### src/rtl/clk_div_n_v3.sv
// Runtime-programmable integer clock divider with 50% duty for even and odd N.
// Divisor changes, start and stop all take effect only on period boundaries.
`timescale 1ns/1ps

module clk_div_n_v3 #(
    parameter int DIV_W   = 8,
    parameter int DEF_DIV = 3
) (
    input  logic             clkin,
    input  logic             rst_n,
    input  logic             en,
    input  logic [DIV_W-1:0] div_in,
    input  logic             div_load,
    output logic             div_ack,
    output logic             div_err,
    output logic [DIV_W-1:0] cur_div,
    output logic             running,
    output logic             period_tick,
    output logic             clkout
);

    typedef enum logic {
        ST_IDLE = 1'b0,
        ST_RUN  = 1'b1
    } state_t;

    localparam logic [DIV_W-1:0] DEF_N = DIV_W'(DEF_DIV);
    localparam logic [DIV_W-1:0] ONE   = DIV_W'(1);
    localparam logic [DIV_W-1:0] TWO   = DIV_W'(2);

    state_t           state_q,      state_d;
    logic [DIV_W-1:0] cnt_q,        cnt_d;
    logic             pos_q,        pos_d;
    logic             neg_q;
    logic [DIV_W-1:0] cur_div_q,    cur_div_d;
    logic             odd_q,        odd_d;
    logic [DIV_W-1:0] pend_div_q,   pend_div_d;
    logic             pend_valid_q, pend_valid_d;
    logic             div_ack_q,    div_ack_d;
    logic             div_err_q,    div_err_d;
    logic             tick_q,       tick_d;

    logic [DIV_W-1:0] half;
    logic             at_wrap;
    logic             load_ok;
    logic             apply;

    assign half    = cur_div_q >> 1;
    assign at_wrap = (cnt_q == (cur_div_q - ONE));
    assign load_ok = div_load && (div_in >= TWO);

    // NOTE: every signal driven here gets its default first, so no path can leave one unassigned and infer a latch.
    always_comb begin
        state_d      = state_q;
        cnt_d        = cnt_q;
        pos_d        = pos_q;
        cur_div_d    = cur_div_q;
        odd_d        = odd_q;
        pend_div_d   = pend_div_q;
        pend_valid_d = pend_valid_q;
        div_ack_d    = 1'b0;
        div_err_d    = div_load && (div_in < TWO);
        tick_d       = 1'b0;
        apply        = 1'b0;

        case (state_q)
            ST_IDLE: begin
                cnt_d = '0;
                pos_d = 1'b0;
                apply = pend_valid_q;
                // Start edge counts as the cnt==0 edge of the first period; N>=2 so H>=1.
                if (en) begin
                    state_d = ST_RUN;
                    cnt_d   = ONE;
                    pos_d   = 1'b1;
                    tick_d  = 1'b1;
                end
            end
            ST_RUN: begin
                tick_d = (cnt_q == '0);
                pos_d  = (cnt_q < half);
                if (at_wrap) begin
                    cnt_d = '0;
                    apply = pend_valid_q;
                    if (!en) begin
                        state_d = ST_IDLE;
                    end
                end else begin
                    cnt_d = cnt_q + ONE;
                end
            end
            default: begin
                state_d = ST_IDLE;
            end
        endcase

        if (apply) begin
            cur_div_d    = pend_div_q;
            odd_d        = pend_div_q[0];
            pend_valid_d = 1'b0;
            div_ack_d    = 1'b1;
        end

        // A load on the apply edge survives as the next pending divisor.
        if (load_ok) begin
            pend_div_d   = div_in;
            pend_valid_d = 1'b1;
        end
    end

    // NOTE: state registers use non-blocking assignments so every flop samples pre-edge values.
    always_ff @(posedge clkin) begin
        if (!rst_n) begin
            state_q      <= ST_IDLE;
            cnt_q        <= '0;
            pos_q        <= 1'b0;
            cur_div_q    <= DEF_N;
            odd_q        <= DEF_N[0];
            pend_div_q   <= DEF_N;
            pend_valid_q <= 1'b0;
            div_ack_q    <= 1'b0;
            div_err_q    <= 1'b0;
            tick_q       <= 1'b0;
        end else begin
            state_q      <= state_d;
            cnt_q        <= cnt_d;
            pos_q        <= pos_d;
            cur_div_q    <= cur_div_d;
            odd_q        <= odd_d;
            pend_div_q   <= pend_div_d;
            pend_valid_q <= pend_valid_d;
            div_ack_q    <= div_ack_d;
            div_err_q    <= div_err_d;
            tick_q       <= tick_d;
        end
    end

    // Half-cycle extension flop. Qualifying with odd keeps a high captured under an
    // even N from stretching the first period after a switch to an odd N.
    always_ff @(negedge clkin) begin
        if (!rst_n) begin
            neg_q <= 1'b0;
        end else begin
            neg_q <= pos_q & odd_q;
        end
    end

    assign clkout      = pos_q | (odd_q & neg_q);
    assign div_ack     = div_ack_q;
    assign div_err     = div_err_q;
    assign cur_div     = cur_div_q;
    assign running     = (state_q == ST_RUN);
    assign period_tick = tick_q;

endmodule

### config.mk
export PLATFORM = sky130hd
export DESIGN_NAME = clk_div_n_v3
export DESIGN_NICKNAME = d
export VERILOG_FILES = /design/src/rtl/clk_div_n_v3.sv
export SDC_FILE = /design/constraint.sdc
export NUM_CORES = 1
export LEC_CHECK = 0
export BUFFER_PORTS_ARGS = -buffer_cell sky130_fd_sc_hd__buf_2
export CAP_MARGIN = 15
export CORE_AREA = 3 3 82 84
export DETAILED_ROUTE_END_ITERATION = 16
export DIE_AREA = 0 0 85 87
export PLACE_DENSITY_LB_ADDON = 0.12
export SYNTH_ARGS = -nofsm -noshare
export SYNTH_HDL_FRONTEND = slang
export SYNTH_SLANG_ARGS = --single-unit
### constraint.sdc
create_clock -name clkin -period 2.9 [get_ports clkin]
set_input_delay 0.435 -clock clkin [delete_from_list [all_inputs] [get_ports clkin]]
set_output_delay 0.435 -clock clkin [all_outputs]
set_load 0.05 [all_outputs]
# After elaboration in Yosys (flattened, before gate mapping)
# Cells that the tools add are included.
[op_classes]
n_addsub = 2
magnitude_cmp = 3
eq_ne = 1
n_mux = 13
bitwise_logic = 4
n_reduce_logical = 4
[ops]
columns = ["cell", "n"]
rows = [
  ["$pmux 8 s2", 1],
  ["$add 8x1->8 const B", 1],
  ["$eq 8x8->1", 1],
  ["$ge 8x2->1 const B", 1],
  ["$logic_not 8->1", 1],
  ["$lt 8x2->1 const B", 1],
  ["$lt 8x7->1", 1],
  ["$mux 8", 1],
  ["$pmux 1 s2", 4],
  ["$sub 8x1->8 const B", 1],
  ["$mux 1", 7],
  ["$and 1x1->1", 2],
  ["$logic_and 1x1->1", 2],
  ["$reduce_bool 2->1", 1],
  ["$not 1->1", 1],
  ["$or 1x1->1", 1],
]
[totals]
reg_bits = 32
input_bits = 12
output_inout_bits = 13
word_cells = 38

# Depth between registers and ports, before layout
# Gate-level depths: netlist of run 1.
[depth]
ltp_word = 6
mapped_depth = 11
ltp_nobuf = 8

==> out/results.ini, run 1 <==
[timing]
setup_tns_ns=0
finalHoldViolCount=0
slew_headroom_pct=72.43
maxSlewViolCount=0
rsz0062_at_grt=no
fin_worst_skew_ns=0.05404
setup_viol=0
worst_slew_pin_slew_ns=0.4130

[logic_synthesis]
ys_top_cells_by_area=dfxtp_1, ha_1, xor2_1, nand2_1, a32o_1
syn-num-nets=201
async_flop_share_pct=0
yosys_register_bits=31
ys_top_cells_by_count=dfxtp_1, nand2_1, inv_1
synth_top_area_share_pct=38.10
synth_edf_count=0
ys.flop_type=dfxtp_1
synth.most_common_cell=dfxtp_1
syn_area_per_cell_um2=9.050
syn_inst=180
ys_seq_area_share_pct=38.10
ys_types=48
syn_area_um2=1629
ys_warn_count=0
synth_area_leader_cell=dfxtp_1

[outcome]
status=finished clean

[drt]
drtPass1Iterations=4
wl_per_cell_um=14.46
drtIter0Drc=47
route.detailed.drc=0
via_count=1361
viasPerCell=4.896
ant_nets=0
wirelength_um=4019

[global_route]
antenna_found_initial=0
grt_max_degree=12
gr-total-overflow=0
first_global_vias=1265
grtUsageTotal_pct=11.55
grt_pass1_wl_um=6727

[worst_setup_path]
worstSetupPathType=reg2out
rr_worst_depth=9
r2r-end=cur_div[3]$_SDFFE_PN0P_
crit_path_start_kind=register
cp_max_fo=1
critPathRequiredTime_ns=2.47
crit_family=flip-flops
end_kind=primary output
crit_buf_inv=1
rrSetupSlack_ns=0.42
slowest_delay_ns=0.29
r2r_start=cur_div[1]$_SDFFE_PN1P_
cp_slowest_cell=dfxtp_1
path_cells=a21o_1, buf_6
crit_arrival_ns=2.39

[pwr]
sw_frac_of_total_pct=31.02
p_int_uw=680.4
power_frac_seq_pct=47.8
powerDensity_nw_per_um2=522.7
clkPwrFrac_pct=34.7
p_sw_uw=305.9
finalPower_uw=986.3
p_leak_uw=0.0008322
irDropWorstVdd_uv=234.8
p_comb_share_pct=17.5

[cts]
numCtsBuffers=5
cts_tree=done
htree_levels=2
clockRootBuffer=clkbuf_8
cts.path.max_buffers=2
clkSinkCount=31
clk_latency_ns=0.33
path_clk_slew_ns=0.07
cts_setup_buffers=0

[floorplanning]
die_w_um=85
start_util_pct=27.19
rows=28
dieArea_um2=7395
die_h_um=87
io_pins=25
core_area_um2=5991

[hold_path]
hold_path_end=pend_div_q[0]$_SDFFE_PN1P_
whs_path_depth=3
hold_path.class=in2reg
min_from=div_in[0]

[final_layout]
layout-drive-gt1-share_pct=19.21
area_growth_pct=15.82
final_core_utilization_pct=31.50
diodes=0
final_area_um2=1887
nets=223

[place]
place_congestion=0.7613
place_hpwl_um=3117
placed_area_um2=1792
io_buffers=24

[flow_run]
max_cap_viol_count=0

==> kinds of logic (layout without fill, tap and decap cells) <==
group	count (synthesis)	in the layout	synth area share, %
AOI/OAI and AO/OA	40	40	19.89
xor gates and xnor gates	15	15	8.065
adders and majority gates	9	9	6.913
buffers and inverters	27	50	7.986
DFF	31	31	38.10
and+or+nand+nor	58	58	19.05
==> routing by layer <==
metal	vias to the layer above	share of wire [%]	GRT usage, %
li1	682	-	-
met4	0	1.4	3.885
met2	27	43	16.74
met3	6	3.9	3.027
met5	-	0	0
met1	646	52	16.51
==> layout make-up <==
| type | count | area, µm² |
|---|---|---|
| Tap cell | 75 | 93.84 |
| Multi-Input combinational cell | 122 | 878.3 |
| Inverter | 14 | 52.55 |
| Timing Repair Buffer | 27 | 148.9 |
| Sequential cell | 31 | 620.6 |
| Clock inverter | 4 | 23.77 |
| Fill cell | 648 | 4104 |
| Clock buffer | 5 | 68.82 |
==> tightest hold or removal path, cell delays in order <==
cell and delay (ns):
buf_2 0.07, nand2_1 0.04, o211ai_1 0.07
==> metrics by stage <==
stage               setup WS [ns]  hold WS, ns  std cells
finish                    0.07187       0.3754        278
global route             0.003006       0.3695        278
detailed placement         0.3733       0.4581        270
floorplan                  0.1984       0.4366        180
global placement           0.3795       0.4594        270
CTS                       0.02098       0.3679        278
==> placed cells by master, fill, tap and decap left out, drive strengths merged, types with 5 or more instances in the layout <==
cell type	count
clkbuf	5
dfxtp	31
ha	9
a32o	6
nand2	18
inv	14
nor2	5
nor3	9
buf	27
nand3	7
xor2	12
a21oi	9
and3	5
==> power by group through the flow <==
stage	combinational, µW	clock [µW]	sequential [µW]
2_1_floorplan	109	4.32	497
3_3_place_gp	170	4.32	482
3_5_place_dp	170	4.32	482
4_1_cts	172	354	472
5_1_grt	189	380	476
6_report	173	342	471
==> worst max path at each step <==
stage | endpoint | from | cells after the start
after floorplan | cur_div[4]$_SDFFE_PN0P_ | cur_div[1]$_SDFFE_PN1P_ | 10
after global placement | clkout | neg_q$_SDFF_NN0_ | 2
after detailed placement | clkout | neg_q$_SDFF_NN0_ | 2
after CTS | clkout | neg_q$_SDFF_NN0_ | 2
after global routing | clkout | neg_q$_SDFF_NN0_ | 2
final | clkout | neg_q$_SDFF_NN0_ | 2
==> flip-flops by register name, indices dropped and copies added, names as in the netlist <==
| signal | cells |
|---|---|
| neg_q | 1 |
| period_tick | 1 |
| cur_div | 8 |
| running | 1 |
| pend_valid_q | 1 |
| pend_div_q | 8 |
| div_err | 1 |
| cnt_q | 8 |
| pos_q | 1 |
| div_ack | 1 |
==> repair_timing <==
| action | in CTS | in global routing |
|---|---|---|
| hold buffers | 0 | 0 |
| resized for setup | 0 | 3 |
| endpoints found under the setup margin | 0 | 1 |
| endpoints found under the hold margin | 0 | 0 |
(Power assumes the default switching activity.)
==> run 2: changes to the inputs <==
--- a/config.mk
+++ b/config.mk
@@ -7,10 +7,11 @@
 export LEC_CHECK = 0
 export BUFFER_PORTS_ARGS = -buffer_cell sky130_fd_sc_hd__buf_2
 export CAP_MARGIN = 15
-export CORE_AREA = 3 3 82 84
+export CORE_AREA = 2 2 81 83
 export DETAILED_ROUTE_END_ITERATION = 16
-export DIE_AREA = 0 0 85 87
+export DIE_AREA = 0 0 83 85
 export PLACE_DENSITY_LB_ADDON = 0.12
+export SLEW_MARGIN = 20
 export SYNTH_ARGS = -nofsm -noshare
 export SYNTH_HDL_FRONTEND = slang
 export SYNTH_SLANG_ARGS = --single-unit
==> constraint.sdc (replaced) <==
create_clock -name clkin -period 3.3 [get_ports clkin]
set_input_delay 0.495 -clock clkin [delete_from_list [all_inputs] [get_ports clkin]]
set_output_delay 0.495 -clock clkin [all_outputs]
set_load 0.05 [all_outputs]
==> out/results.ini, run 2 (synthesized netlist as in run 1, its figures left out) <==
[drt]
route.detailed.drc=0
via_count=1302
drtPass1Iterations=4
wl_per_cell_um=13.81
viasPerCell=4.683
ant_nets=0
drtIter0Drc=49
wirelength_um=3840

[timing]
fin_worst_skew_ns=0.05741
setup_viol=0
worst_slew_pin_slew_ns=0.3850
finalHoldWorstSlack_ns=0.4404
slew_headroom_pct=74.30
rsz0062_at_grt=no
maxSlewViolCount=0
finalHoldViolCount=0
setup_tns_ns=0

[global_route]
grtUsageTotal_pct=12.05
grt_max_degree=12
grt_pass1_wl_um=6817
first_global_vias=1348
antenna_found_initial=0
gr-total-overflow=0

[pwr]
power_frac_seq_pct=48.6
irDropWorstVdd_uv=255.4
finalPower_uw=854.3
p_leak_uw=0.0008183
p_sw_uw=261.5
powerDensity_nw_per_um2=458.2
sw_frac_of_total_pct=30.61
clkPwrFrac_pct=34.4
p_comb_share_pct=17.0
p_int_uw=592.8

[worst_setup_path]
slowest_delay_ns=0.29
cp_max_fo=1
worstSetupPathType=reg2out
critPathRequiredTime_ns=2.80
cp_slowest_cell=dfxtp_1
rrSetupSlack_ns=0.57
crit_path_start_kind=register
r2r_start=cur_div[0]$_SDFFE_PN1P_
path_cells=a21o_1, buf_2
crit_arrival_ns=2.63
rr_worst_depth=9
r2r-end=cur_div[0]$_SDFFE_PN1P_
end_kind=primary output

[cts]
numCtsBuffers=5
htree_levels=2
path_clk_slew_ns=0.07
cts.path.max_buffers=2
clockRootBuffer=clkbuf_8
cts.hold.buffers_added=0
clk_latency_ns=0.33
cts_tree=done
cts_setup_buffers=0
ctsResizeCount=0
clkSinkCount=31

[place]
place_congestion=0.7369
place_hpwl_um=2892
io_buffers=24
placed_area_um2=1779

[final_layout]
area_growth_pct=14.44
layout_commonest_cell=dfxtp_1
layout_common_cells=dfxtp_1, buf_2, nand2_1
nets=221
layout-drive-gt1-share_pct=17.91
diodes=0
final_area_um2=1864

[floorplanning]
dieArea_um2=7055
core_area_um2=6205
die_h_um=85
start_util_pct=26.26
die_w_um=83
rows=29
io_pins=25

[hold_path]
hold_path_end=pend_div_q[0]$_SDFFE_PN1P_
min_from=div_in[0]
hold_path.class=in2reg
whs_path_depth=3

[flow_run]
max_cap_viol_count=0

[outcome]
status=finished clean

-- run 2: cell types whose count changed in the layout (fill, tap and decap cells not counted) --
cell and delta:
clkinvlp_2 +1, clkinvlp_4 -1, buf_6 -1, clkbuf_1 +1, buf_4 -2, buf_2 +1, clkinv_2 -1
-- run 2: final cells by class --
class / instances / area [µm²]
Clock buffer: 6 / 72.57
Fill cell: 658 / 4340
Tap cell: 77 / 96.34
Sequential cell: 31 / 620.6
Clock inverter: 3 / 16.27
Inverter: 14 / 52.55
Multi-Input combinational cell: 122 / 878.3
Timing Repair Buffer: 25 / 127.6
-- run 2: how the worst max path moves through the flow --
stage / start / to / slack (ns)
global placement: neg_q$_SDFF_NN0_ / clkout / 0.52
finish: neg_q$_SDFF_NN0_ / clkout / 0.18
floorplan: neg_q$_SDFF_NN0_ / clkout / 0.49
CTS: neg_q$_SDFF_NN0_ / clkout / 0.16
detailed placement: neg_q$_SDFF_NN0_ / clkout / 0.52
global route: neg_q$_SDFF_NN0_ / clkout / 0.13
-- run 2: power by group through the flow --
stage / clock network (µW) / registers [µW] / logic (µW)
2_1_floorplan: 3.79 / 437 / 95.9
3_3_place_gp: 3.79 / 424 / 148
3_5_place_dp: 3.79 / 424 / 146
4_1_cts: 308 / 415 / 147
5_1_grt: 329 / 418 / 162
6_report: 294 / 415 / 145
-- run 2: layer usage --
metal	part of all wire, %	track usage, %	vias to the layer above
met5	0	0	-
met4	1.6	4.024	0
met3	2.7	2.918	5
met2	43	18.11	21
met1	53	16.96	598
li1	-	-	678
-- run 2: worst max-delay path, delay by kind of cell, from the launching register on --
kind	cells	cell delay, ns
DFF	1	0.29
buffers and inverters	1	0.20
AOI/OAI and AO/OA	1	0.16
-- run 2: stage by stage --
| step | instances | util [%] | setup slack (ns) |
|---|---|---|---|
| 6_report | 278 | 30.05 | 0.1761 |
| 5_1_grt | 278 | 30.05 | 0.1348 |
| 4_1_cts | 278 | 30.05 | 0.1631 |
| 3_5_place_dp | 270 | 28.68 | 0.5196 |
| 3_3_place_gp | 270 | 28.68 | 0.5181 |
| 2_1_floorplan | 180 | - | 0.4939 |
==> run 3: changes to the inputs <==
--- a/config.mk
+++ b/config.mk
@@ -8,9 +8,11 @@
 export BUFFER_PORTS_ARGS = -buffer_cell sky130_fd_sc_hd__buf_2
 export CAP_MARGIN = 15
 export CORE_AREA = 2 2 81 83
+export CTS_CLUSTER_DIAMETER = 80
 export DETAILED_ROUTE_END_ITERATION = 16
 export DIE_AREA = 0 0 83 85
 export PLACE_DENSITY_LB_ADDON = 0.12
+export REMOVE_ABC_BUFFERS = 1
 export SLEW_MARGIN = 20
 export SYNTH_ARGS = -nofsm -noshare
 export SYNTH_HDL_FRONTEND = slang
==> out/results.ini, run 3 (synthesized netlist as in run 1, its figures left out) <==
[outcome]
status=finished clean

[drt]
drtIter0Drc=55
ant_nets=0
wirelength_um=3833
wl_per_cell_um=13.74
via_count=1282
viasPerCell=4.595
drtPass1Iterations=4
route.detailed.drc=0

[final_layout]
layout_commonest_cell=dfxtp_1
final_area_um2=1899
layout-drive-gt1-share_pct=18.81
final-seq-area_um2=620.6
area_growth_pct=16.59
multi_input_area_um2=878.3
fillerInstances=668
layout_common_cells=dfxtp_1, buf_2, nand2_1
diodes=0
nets=222
fin_cells=279

[cts]
path_clk_slew_ns=0.07
ctsResizeCount=0
clockRootBuffer=clkbuf_8
numCtsBuffers=5
clk_latency_ns=0.34
cts_setup_buffers=0
htree_levels=2
cts.path.max_buffers=2
cts_tree=done
cts.hold.buffers_added=0
clkSinkCount=31

[floorplanning]
die_h_um=85
io_pins=25
dieArea_um2=7055
start_util_pct=26.26
die_w_um=83
core_area_um2=6205
rows=29

[worst_setup_path]
end_kind=primary output
crit_path_start_kind=register
worstSetupPathType=reg2out
crit_arrival_ns=2.64
rr_worst_depth=9
r2r-end=cur_div[5]$_SDFFE_PN0P_
crit_path_end=clkout
cp_max_fo=1
rrSetupSlack_ns=0.59
critPathRequiredTime_ns=2.80
startpoint=neg_q$_SDFF_NN0_
r2r_start=cur_div[0]$_SDFFE_PN1P_

[hold_path]
whs_path_depth=3
hold_path.class=in2reg
min_from=div_in[0]

[timing]
worst_slew_pin_slew_ns=0.4302
maxSlewViolCount=0
slew_headroom_pct=71.28
setup_tns_ns=0
setup_viol=0
fin_worst_skew_ns=0.05495
rsz0062_at_grt=no
finalHoldViolCount=0

[global_route]
grt_max_degree=12
gr-total-overflow=0
grtUsageTotal_pct=11.59
first_global_vias=1306
antenna_found_initial=0
grt_pass1_wl_um=6472

[place]
place_congestion=0.6986
dp.cells=271
place_hpwl_um=2834
placed_area_um2=1787
io_buffers=24

[flow_run]
max_cap_viol_count=0

[pwr]
p_leak_uw=0.0008444
powerDensity_nw_per_um2=494.6
irDropWorstVdd_uv=310.7

==> run 3: changes by cell type in the layout (fill, tap and decap cells not counted) <==
cell / change
bufinv_16: +1
clkinvlp_4: -1
buf_4: +1
clkinv_4: +1
clkbuf_1: -1
clkinvlp_2: -1
clkinv_2: +1
==> run 3: layout make-up <==
type | instances | share of cell area [%]
multi-input combinational | 122 | 46.25
sequential | 31 | 32.67
timing repair buffer | 26 | 7.115
tap | 77 | 5.072
clock buffer | 5 | 3.623
inverter | 14 | 2.767
clock inverter | 4 | 2.503
==> run 3: worst min-delay path by stage <==
stage,to,slack (ns)
floorplan,pend_div_q[2]$_SDFFE_PN0P_,0.44
global placement,pend_div_q[6]$_SDFFE_PN0P_,0.45
detailed placement,pend_div_q[6]$_SDFFE_PN0P_,0.45
CTS,pend_div_q[0]$_SDFFE_PN1P_,0.42
global route,pend_div_q[1]$_SDFFE_PN1P_,0.45
finish,pend_div_q[0]$_SDFFE_PN1P_,0.43
==> run 3: power by group <==
part / switching (µW) / leakage, µW / internal [µW]
logic: 92.0 / 0.000527 / 53.5
registers: 22.9 / 0.000254 / 393
clock network: 152 / 0.0000634 / 226
total: 267 / 0.000844 / 673
==> run 3: routing by layer <==
layer | share of wire (%) | vias to the layer above | GRT usage [%] | wire, µm
met1 | 53 | 573 | 15.91 | 2039
met4 | 1.6 | 0 | 4.471 | 63
met5 | 0 | - | 0 | 0
li1 | - | 676 | - | -
met3 | 4.3 | 7 | 3.599 | 163
met2 | 41 | 26 | 17.01 | 1566
==> run 3: worst max-delay path: stages, from the launching register on <==
cell     delay [ns]
dfxtp_1        0.29
a21o_1         0.16
buf_2          0.20
==> run 3: per-stage QoR <==
step           util, %  total power [µW]  hold WS (ns)  worst slack, ns
6_report         30.61             939.4        0.4319           0.1690
3_5_place_dp     28.80             574.3        0.4517           0.5171
4_1_cts          30.61             951.9        0.4225           0.1586
3_3_place_gp     28.80             576.0        0.4491           0.5194
2_1_floorplan        -             525.0        0.4366           0.1616
5_1_grt          30.61             990.2        0.4535           0.1416
